===== config.mk =====
export PLATFORM = sky130hd
export DESIGN_NAME = bip_multicycle_control_flat
export DESIGN_NICKNAME = d
export VERILOG_FILES = /design/src/rtl/bip_multicycle_control_if.sv /design/src/rtl/bip_multicycle_control.sv /design/src/flat_wrapper.sv
export SDC_FILE = /design/constraint.sdc
export NUM_CORES = 1
export LEC_CHECK = 0
export CAP_MARGIN = 20
export CORE_AREA = 2 2 55 78
export CTS_CLUSTER_SIZE = 40
export DETAILED_ROUTE_END_ITERATION = 10
export DIE_AREA = 0 0 57 80
export PLACE_DENSITY = 0.66
export SLEW_MARGIN = 20
export SYNTH_ARGS = -nofsm -noshare
export SYNTH_HDL_FRONTEND = slang
export SYNTH_SLANG_ARGS = --single-unit
export TNS_END_PERCENT = 10

===== constraint.sdc =====
create_clock -name i_clock -period 2.7 [get_ports i_clock]
set_input_delay 0.675 -clock i_clock [delete_from_list [all_inputs] [get_ports i_clock]]
set_output_delay 0.675 -clock i_clock [all_outputs]
set_load 0.01 [all_outputs]

===== src/rtl/bip_multicycle_control_if.sv =====
// Bus between program memory / datapath and the BIP multi-cycle control unit.
// The control unit attaches through the slave modport; the driver of run/opcode uses master.
interface bip_multicycle_control_if #(
    parameter int unsigned OPCODE_LENGTH = 5,
    parameter int unsigned COUNT_WIDTH   = 16
);
    logic                     i_enable;
    logic [OPCODE_LENGTH-1:0] i_opcode;
    logic                     o_wrPC;
    logic                     o_wrACC;
    logic [1:0]               o_selA;
    logic                     o_selB;
    logic [OPCODE_LENGTH-1:0] o_opcode;
    logic                     o_wrRAM;
    logic                     o_rdRAM;
    logic [2:0]               o_state;
    logic                     o_halted;
    logic                     o_illegal;
    logic [COUNT_WIDTH-1:0]   o_instr_count;

    modport master (
        output i_enable, i_opcode,
        input  o_wrPC, o_wrACC, o_selA, o_selB, o_opcode, o_wrRAM, o_rdRAM,
               o_state, o_halted, o_illegal, o_instr_count
    );

    modport slave (
        input  i_enable, i_opcode,
        output o_wrPC, o_wrACC, o_selA, o_selB, o_opcode, o_wrRAM, o_rdRAM,
               o_state, o_halted, o_illegal, o_instr_count
    );
endinterface


===== src/rtl/bip_multicycle_control.sv =====
// Multi-cycle BIP control unit: FETCH, DECODE, optional RAM wait states, EXEC.
// Moore outputs decoded from the state and the latched opcode; saturating retired-instruction counter.
module bip_multicycle_control #(
    parameter int unsigned OPCODE_LENGTH   = 5,
    parameter int unsigned RAM_WAIT_CYCLES = 1,
    parameter int unsigned COUNT_WIDTH     = 16
) (
    input logic                     i_clock,
    input logic                     i_reset,
    bip_multicycle_control_if.slave bus
);
    typedef enum logic [2:0] {
        IDLE   = 3'd0,
        FETCH  = 3'd1,
        DECODE = 3'd2,
        MEM    = 3'd3,
        EXEC   = 3'd4,
        HALT   = 3'd5
    } state_t;

    localparam logic [OPCODE_LENGTH-1:0] OP_HLT  = OPCODE_LENGTH'(0);
    localparam logic [OPCODE_LENGTH-1:0] OP_STO  = OPCODE_LENGTH'(1);
    localparam logic [OPCODE_LENGTH-1:0] OP_LD   = OPCODE_LENGTH'(2);
    localparam logic [OPCODE_LENGTH-1:0] OP_LDI  = OPCODE_LENGTH'(3);
    localparam logic [OPCODE_LENGTH-1:0] OP_ADD  = OPCODE_LENGTH'(4);
    localparam logic [OPCODE_LENGTH-1:0] OP_ADDI = OPCODE_LENGTH'(5);
    localparam logic [OPCODE_LENGTH-1:0] OP_SUB  = OPCODE_LENGTH'(6);
    localparam logic [OPCODE_LENGTH-1:0] OP_SUBI = OPCODE_LENGTH'(7);
    localparam logic [3:0]               WAIT_LOAD = 4'(RAM_WAIT_CYCLES);

    state_t                   state_q, state_d;
    logic [OPCODE_LENGTH-1:0] op_q, op_d;
    logic [3:0]               wait_q, wait_d;
    logic [COUNT_WIDTH-1:0]   cnt_q, cnt_d;

    logic       dec_hlt;
    logic       dec_sto;
    logic       dec_mem;
    logic       dec_wracc;
    logic [1:0] dec_sel_a;
    logic       dec_sel_b;
    logic       dec_illegal;

    // Any opcode outside the map, including any set bit above bit 4, is illegal.
    always_comb begin
        dec_hlt     = 1'b0;
        dec_sto     = 1'b0;
        dec_mem     = 1'b0;
        dec_wracc   = 1'b0;
        dec_sel_a   = 2'b00;
        dec_sel_b   = 1'b0;
        dec_illegal = 1'b0;
        case (op_q)
            OP_HLT:  dec_hlt = 1'b1;
            OP_STO:  dec_sto = 1'b1;
            OP_LD: begin
                dec_mem   = 1'b1;
                dec_wracc = 1'b1;
                dec_sel_a = 2'b00;
            end
            OP_LDI: begin
                dec_wracc = 1'b1;
                dec_sel_a = 2'b01;
            end
            OP_ADD, OP_SUB: begin
                dec_mem   = 1'b1;
                dec_wracc = 1'b1;
                dec_sel_a = 2'b10;
            end
            OP_ADDI, OP_SUBI: begin
                dec_wracc = 1'b1;
                dec_sel_a = 2'b10;
                dec_sel_b = 1'b1;
            end
            default: dec_illegal = 1'b1;
        endcase
    end

    always_ff @(posedge i_clock or posedge i_reset) begin
        if (i_reset) begin
            state_q <= IDLE;
            op_q    <= '0;
            wait_q  <= '0;
            cnt_q   <= '0;
        end else begin
            state_q <= state_d;
            op_q    <= op_d;
            wait_q  <= wait_d;
            cnt_q   <= cnt_d;
        end
    end

    always_comb begin
        state_d = state_q;
        op_d    = op_q;
        wait_d  = wait_q;
        cnt_d   = cnt_q;
        case (state_q)
            IDLE: begin
                if (bus.i_enable) state_d = FETCH;
            end
            FETCH: begin
                op_d    = bus.i_opcode;
                state_d = DECODE;
            end
            DECODE: begin
                if (dec_hlt) begin
                    state_d = HALT;
                end else if (dec_mem) begin
                    state_d = MEM;
                    wait_d  = WAIT_LOAD;
                end else begin
                    state_d = EXEC;
                end
            end
            MEM: begin
                wait_d = wait_q - 4'd1;
                if (wait_q == 4'd1) state_d = EXEC;
            end
            EXEC: begin
                if (cnt_q != '1) cnt_d = cnt_q + COUNT_WIDTH'(1);
                state_d = bus.i_enable ? FETCH : IDLE;
            end
            HALT:    state_d = HALT;
            default: state_d = IDLE;
        endcase
    end

    always_comb begin
        bus.o_wrPC        = 1'b0;
        bus.o_wrACC       = 1'b0;
        bus.o_selA        = 2'b00;
        bus.o_selB        = 1'b0;
        bus.o_opcode      = '0;
        bus.o_wrRAM       = 1'b0;
        bus.o_rdRAM       = 1'b0;
        bus.o_halted      = 1'b0;
        bus.o_illegal     = 1'b0;
        bus.o_state       = state_q;
        bus.o_instr_count = cnt_q;
        case (state_q)
            DECODE: begin
                bus.o_selA   = dec_sel_a;
                bus.o_selB   = dec_sel_b;
                bus.o_opcode = op_q;
            end
            MEM: begin
                bus.o_selA   = dec_sel_a;
                bus.o_selB   = dec_sel_b;
                bus.o_opcode = op_q;
                bus.o_rdRAM  = 1'b1;
            end
            EXEC: begin
                bus.o_selA    = dec_sel_a;
                bus.o_selB    = dec_sel_b;
                bus.o_opcode  = op_q;
                bus.o_wrPC    = 1'b1;
                bus.o_wrACC   = dec_wracc;
                bus.o_wrRAM   = dec_sto;
                bus.o_illegal = dec_illegal;
            end
            HALT:    bus.o_halted = 1'b1;
            default: ;
        endcase
    end
endmodule


===== src/flat_wrapper.sv =====
// flat-port wrapper written by rule: the top's interface ports become plain ports
module bip_multicycle_control_flat 
#(
    parameter int unsigned OPCODE_LENGTH   = 5,
    parameter int unsigned RAM_WAIT_CYCLES = 1,
    parameter int unsigned COUNT_WIDTH     = 16
)
  (i_clock, i_reset, bus_i_enable, bus_i_opcode, bus_o_wrPC, bus_o_wrACC, bus_o_selA, bus_o_selB, bus_o_opcode, bus_o_wrRAM, bus_o_rdRAM, bus_o_state, bus_o_halted, bus_o_illegal, bus_o_instr_count);
  bip_multicycle_control_if #(.OPCODE_LENGTH(OPCODE_LENGTH), .COUNT_WIDTH(COUNT_WIDTH)) bus_i ();
  input logic i_clock;
  input logic i_reset;
  input wire logic [$bits(bus_i.i_enable)-1:0] bus_i_enable;
  input wire logic [$bits(bus_i.i_opcode)-1:0] bus_i_opcode;
  output wire logic [$bits(bus_i.o_wrPC)-1:0] bus_o_wrPC;
  output wire logic [$bits(bus_i.o_wrACC)-1:0] bus_o_wrACC;
  output wire logic [$bits(bus_i.o_selA)-1:0] bus_o_selA;
  output wire logic [$bits(bus_i.o_selB)-1:0] bus_o_selB;
  output wire logic [$bits(bus_i.o_opcode)-1:0] bus_o_opcode;
  output wire logic [$bits(bus_i.o_wrRAM)-1:0] bus_o_wrRAM;
  output wire logic [$bits(bus_i.o_rdRAM)-1:0] bus_o_rdRAM;
  output wire logic [$bits(bus_i.o_state)-1:0] bus_o_state;
  output wire logic [$bits(bus_i.o_halted)-1:0] bus_o_halted;
  output wire logic [$bits(bus_i.o_illegal)-1:0] bus_o_illegal;
  output wire logic [$bits(bus_i.o_instr_count)-1:0] bus_o_instr_count;
  assign bus_i.i_enable = bus_i_enable;
  assign bus_i.i_opcode = bus_i_opcode;
  assign bus_o_wrPC = bus_i.o_wrPC;
  assign bus_o_wrACC = bus_i.o_wrACC;
  assign bus_o_selA = bus_i.o_selA;
  assign bus_o_selB = bus_i.o_selB;
  assign bus_o_opcode = bus_i.o_opcode;
  assign bus_o_wrRAM = bus_i.o_wrRAM;
  assign bus_o_rdRAM = bus_i.o_rdRAM;
  assign bus_o_state = bus_i.o_state;
  assign bus_o_halted = bus_i.o_halted;
  assign bus_o_illegal = bus_i.o_illegal;
  assign bus_o_instr_count = bus_i.o_instr_count;
  bip_multicycle_control #(.OPCODE_LENGTH(OPCODE_LENGTH), .RAM_WAIT_CYCLES(RAM_WAIT_CYCLES), .COUNT_WIDTH(COUNT_WIDTH)) u_core (.i_clock(i_clock), .i_reset(i_reset), .bus(bus_i));
endmodule

==> impl_summary.md <==
Status
The run finished with clean final reports.

GRT
The final global-route overflow total is 0. The initial antenna violation count is 0. The total track usage is 16.1%. Entering global routing, the biggest net connects 29 pins. The number of global-route vias before repair is 1,343. The first global-routing pass estimated 5930 um of wire.

Die
The cell row count is 27. For this design the top-level I/O count stands at 41. The die is 80 um tall. The die area is 4560 um^2. The horizontal extent of the die is 57 um.

The standard cell core area is 3850 um^2. The initial core utilization is 38.9%.

Drt
After detailed routing, the number of remaining DRC violations is 0. Dividing the detail-routed wire length by the instance count gives 14.9 um. The number of iterations in the first detailed-routing pass is 4. The sum of routed wire length over all layers is 3450 um. In this run the remaining antenna-violating nets after routing total 0.

The routed layout has 1,231 vias. After detailed routing, the number of vias per cell comes to 5.31. The detailed router's first-iteration violation count is 20.

Clock network
The library cell used as clock root buffer is sky130_fd_sc_hd__clkbuf_8. The number of clock sinks is 28. In this run the deepest clock path goes through 2 buffers.

The cts-stage hold buffer count is 0. In this run the number of H-tree levels came out at 1. The clock latency of the later-clocked register in the worst-skew pair is 0.27 ns.

Clock-pin slew was measured on the worst setup and hold paths at 0.09 ns. TritonCTS built the clock tree. The number of clock buffers added by TritonCTS is 3.

Setup path
The data arrival time of the worst path is 1.91 ns. The critical path data required time is 2.03 ns. The element type at the critical path end is an output pin. By startpoint and endpoint, the worst setup path is classified as flip-flop to output pin. The category of the worst setup path launch point is a flip-flop.

The maximum net fanout on the critical path is 4.

Finish
The final instance count without filler cells is 232. Cells fill 52.5% of the core in the end. The number of fillers in the final layout is 376.

The total inserted antenna cells is 0. Compared with the post-synthesis result, the final layout area differs by 35.1%. The net count of the finished layout is 202. The post-route netlist has 15.9% of its cells at a drive strength greater than 1.

Yosys
The number of warning messages in the yosys log is 0. Sorting the synthesized cells by area gives the leading types as sky130_fd_sc_hd__dfrtp_1 47%, sky130_fd_sc_hd__mux2_2 6.8%, sky130_fd_sc_hd__xor2_1 6.4%, sky130_fd_sc_hd__nor2_1 3.8%, sky130_fd_sc_hd__nor4_1 2.9%. The synthesized netlist contains 38 unique library cells. Sorting the synthesized cells by how often they occur yields 28 x sky130_fd_sc_hd__dfrtp_1, 15 x sky130_fd_sc_hd__nor2_1, 11 x sky130_fd_sc_hd__nand2_1, 11 x sky130_fd_sc_hd__xor2_1, 9 x sky130_fd_sc_hd__mux2_2. Among all flip-flop cells after synthesis, the most frequent one is sky130_fd_sc_hd__dfrtp_1.

Counting every net in the synthesized netlist gives 154. The synthesized netlist occupies a cell area of 1500 um^2. Summing the sequential cell areas from Yosys gives 46.8% of the chip area. Among all cell types in the netlist, the one instantiated most often is sky130_fd_sc_hd__dfrtp_1.

Of the post-synthesis cell area, the dominant cell type holds 46.8%. The number of synthesized flops with an enable pin is 0. The synthesized design spends more area on one cell type than any other, namely sky130_fd_sc_hd__dfrtp_1.

The cell count after synthesis came out at 143. Of all flip-flops after synthesis, the portion carrying an async set or reset was 100%. The average cell area after synthesis is 10.5 um^2. After synthesis the netlist holds a flip-flop and latch count of 28.

Pwr
VDD sags by at most 0.419 mV. In this run the static leakage power is 0.988 nW. Dividing total power by cell area gives a power density of 808 nW/um^2.

Placement
Detailed placement finished with a half-perimeter wire length of 2670 um. The weighted congestion at the end of routability-driven global placement is 0.825. The port buffer count is 40. The number of placed instances, taps included, is 229.

STA
Setup violations remaining at the end of the flow were counted as 0. The final critical path takes up 95.8% of the cycle. For the pin with the worst max-slew slack, the measured transition is 0.533 ns. The final hold violation count was 0. The setup clock skew after layout is 0.00520 ns. Hold timing on the final database bottoms out at a slack of 0.505 ns.

The highest clock frequency the design can meet is 0.387 GHz. For the finished layout, the period the worst path requires is 2.59 ns. The headroom to the max-slew limit is 64.2%. The number of max-slew violations in the final report is 0.

Flow run
Max-cap violations in this run came to 0.

Hold path
The type of the tightest min-delay check is flip-flop to flip-flop.
## layout by cell type, fill, tap and decap left out, types with 2 or more instances in the layout
cell	Yosys	routed
sky130_fd_sc_hd__xor2_1	11	11
sky130_fd_sc_hd__nor2b_1	4	4
sky130_fd_sc_hd__buf_4	0	5
sky130_fd_sc_hd__nor2_1	15	15
sky130_fd_sc_hd__or2_2	3	3
sky130_fd_sc_hd__dfrtp_1	28	28
sky130_fd_sc_hd__dlymetal6s2s_1	0	5
sky130_fd_sc_hd__clkbuf_8	0	3
sky130_fd_sc_hd__o21ai_0	5	4
sky130_fd_sc_hd__inv_1	7	7
sky130_fd_sc_hd__ha_1	3	3
sky130_fd_sc_hd__clkdlybuf4s50_1	0	32
sky130_fd_sc_hd__nor3_1	4	4
sky130_fd_sc_hd__nor4_1	7	7
sky130_fd_sc_hd__dlygate4sd2_1	0	3
sky130_fd_sc_hd__nand4_1	3	3
sky130_fd_sc_hd__nand2_1	11	11
sky130_fd_sc_hd__mux2_2	9	9
sky130_fd_sc_hd__a21oi_1	2	2
sky130_fd_sc_hd__nand3_1	5	5
sky130_fd_sc_hd__nor4b_1	2	2
sky130_fd_sc_hd__xnor2_1	2	2
sky130_fd_sc_hd__nor3_2	2	2
## worst max-delay path, stage by stage (launching register included)
cell	delay (ns)
sky130_fd_sc_hd__dfrtp_1	0.39
sky130_fd_sc_hd__or3b_4	0.39
sky130_fd_sc_hd__inv_1	0.11
sky130_fd_sc_hd__nor2_1	0.10
sky130_fd_sc_hd__nor2b_1	0.16
sky130_fd_sc_hd__nor3b_1	0.20
sky130_fd_sc_hd__dlygate4sd2_1	0.29
## cell type report
type	count	area, um^2	share of cell area (%)
flip-flops and latches	28	701	34.7
well taps	43	53.8	2.66
multi-input cells	106	753	37.3
clock buffers	3	41.3	2.04
inverters	7	26.3	1.30
repair buffers	45	447	22.1
## registers in the layout, summed over array words and instances, names as in the netlist
name	flops
u_core.op_q	5
u_core.bus.o_instr_count	16
u_core.wait_q	4
u_core.bus.o_state	3
## per-layer routing
metal | vias to the layer above | share of wire [%] | track usage [%]
met3 | 6 | 4.7 | 2.92
met2 | 35 | 55 | 29.3
li1 | 594 | - | -
met1 | 596 | 39 | 18.5
met5 | - | 0 | 0
met4 | 0 | 1.2 | 6.05
## metrics by stage
stage / total power [mW] / setup TNS (ns) / cell area (um^2) / setup WS, ns
floorplan: 1.08 / 0 / 1500 / 0.265
global placement: 1.40 / 0 / 1970 / 0.224
detailed placement: 1.43 / 0 / 1970 / 0.143
CTS: 1.66 / 0 / 2010 / 0.0222
global route: 1.75 / -0.0476 / 2020 / -0.0476
finish: 1.63 / 0 / 2020 / 0.113
## timing repair
item,in CTS,in global routing
cloned,0,0
gates resized for setup,3,6
endpoints found under the hold margin,0,0
setup endpoints to repair,3,5
setup buffers,0,0
## where the power goes
| group | switching (mW) | internal, mW |
|---|---|---|
| logic | 0.350 | 0.401 |
| registers | 0.127 | 0.537 |
| clock network | 0.118 | 0.0999 |
| total | 0.595 | 1.04 |
## worst paths after layout
kind                                                          from                                       end  slack, ns  cells past startpoint
hold reg to reg            u_core.bus.o_instr_count[5]$_DFFE_PP0P_   u_core.bus.o_instr_count[5]$_DFFE_PP0P_       0.50                      1
min in group asynchronous                                  i_reset                u_core.op_q[4]$_DFFE_PP0N_       0.75                      3
setup reg to reg                 u_core.bus.o_state[0]$_DFFE_PP0P_  u_core.bus.o_instr_count[14]$_DFFE_PP0P_       0.77                      5
hold / removal             u_core.bus.o_instr_count[5]$_DFFE_PP0P_   u_core.bus.o_instr_count[5]$_DFFE_PP0P_       0.50                      1
setup / recovery                 u_core.bus.o_state[0]$_DFFE_PP0P_                             bus_o_selA[0]       0.11                      6
max in group asynchronous                                  i_reset  u_core.bus.o_instr_count[12]$_DFFE_PP0P_       1.68                      3
## logic make-up (layout without fill, tap and decap cells)
| family | Yosys count | after routing | synth area share [%] |
|---|---|---|---|
| fa+ha+maj | 3 | 3 | 2.51 |
| mux | 11 | 11 | 8.19 |
| flops | 28 | 28 | 46.8 |
| xor+xnor | 13 | 13 | 7.61 |
| compound gates | 11 | 11 | 4.77 |
| simple gates | 68 | 68 | 27.3 |
| buf+inv | 9 | 55 | 2.84 |
(Power assumes the default switching activity.)
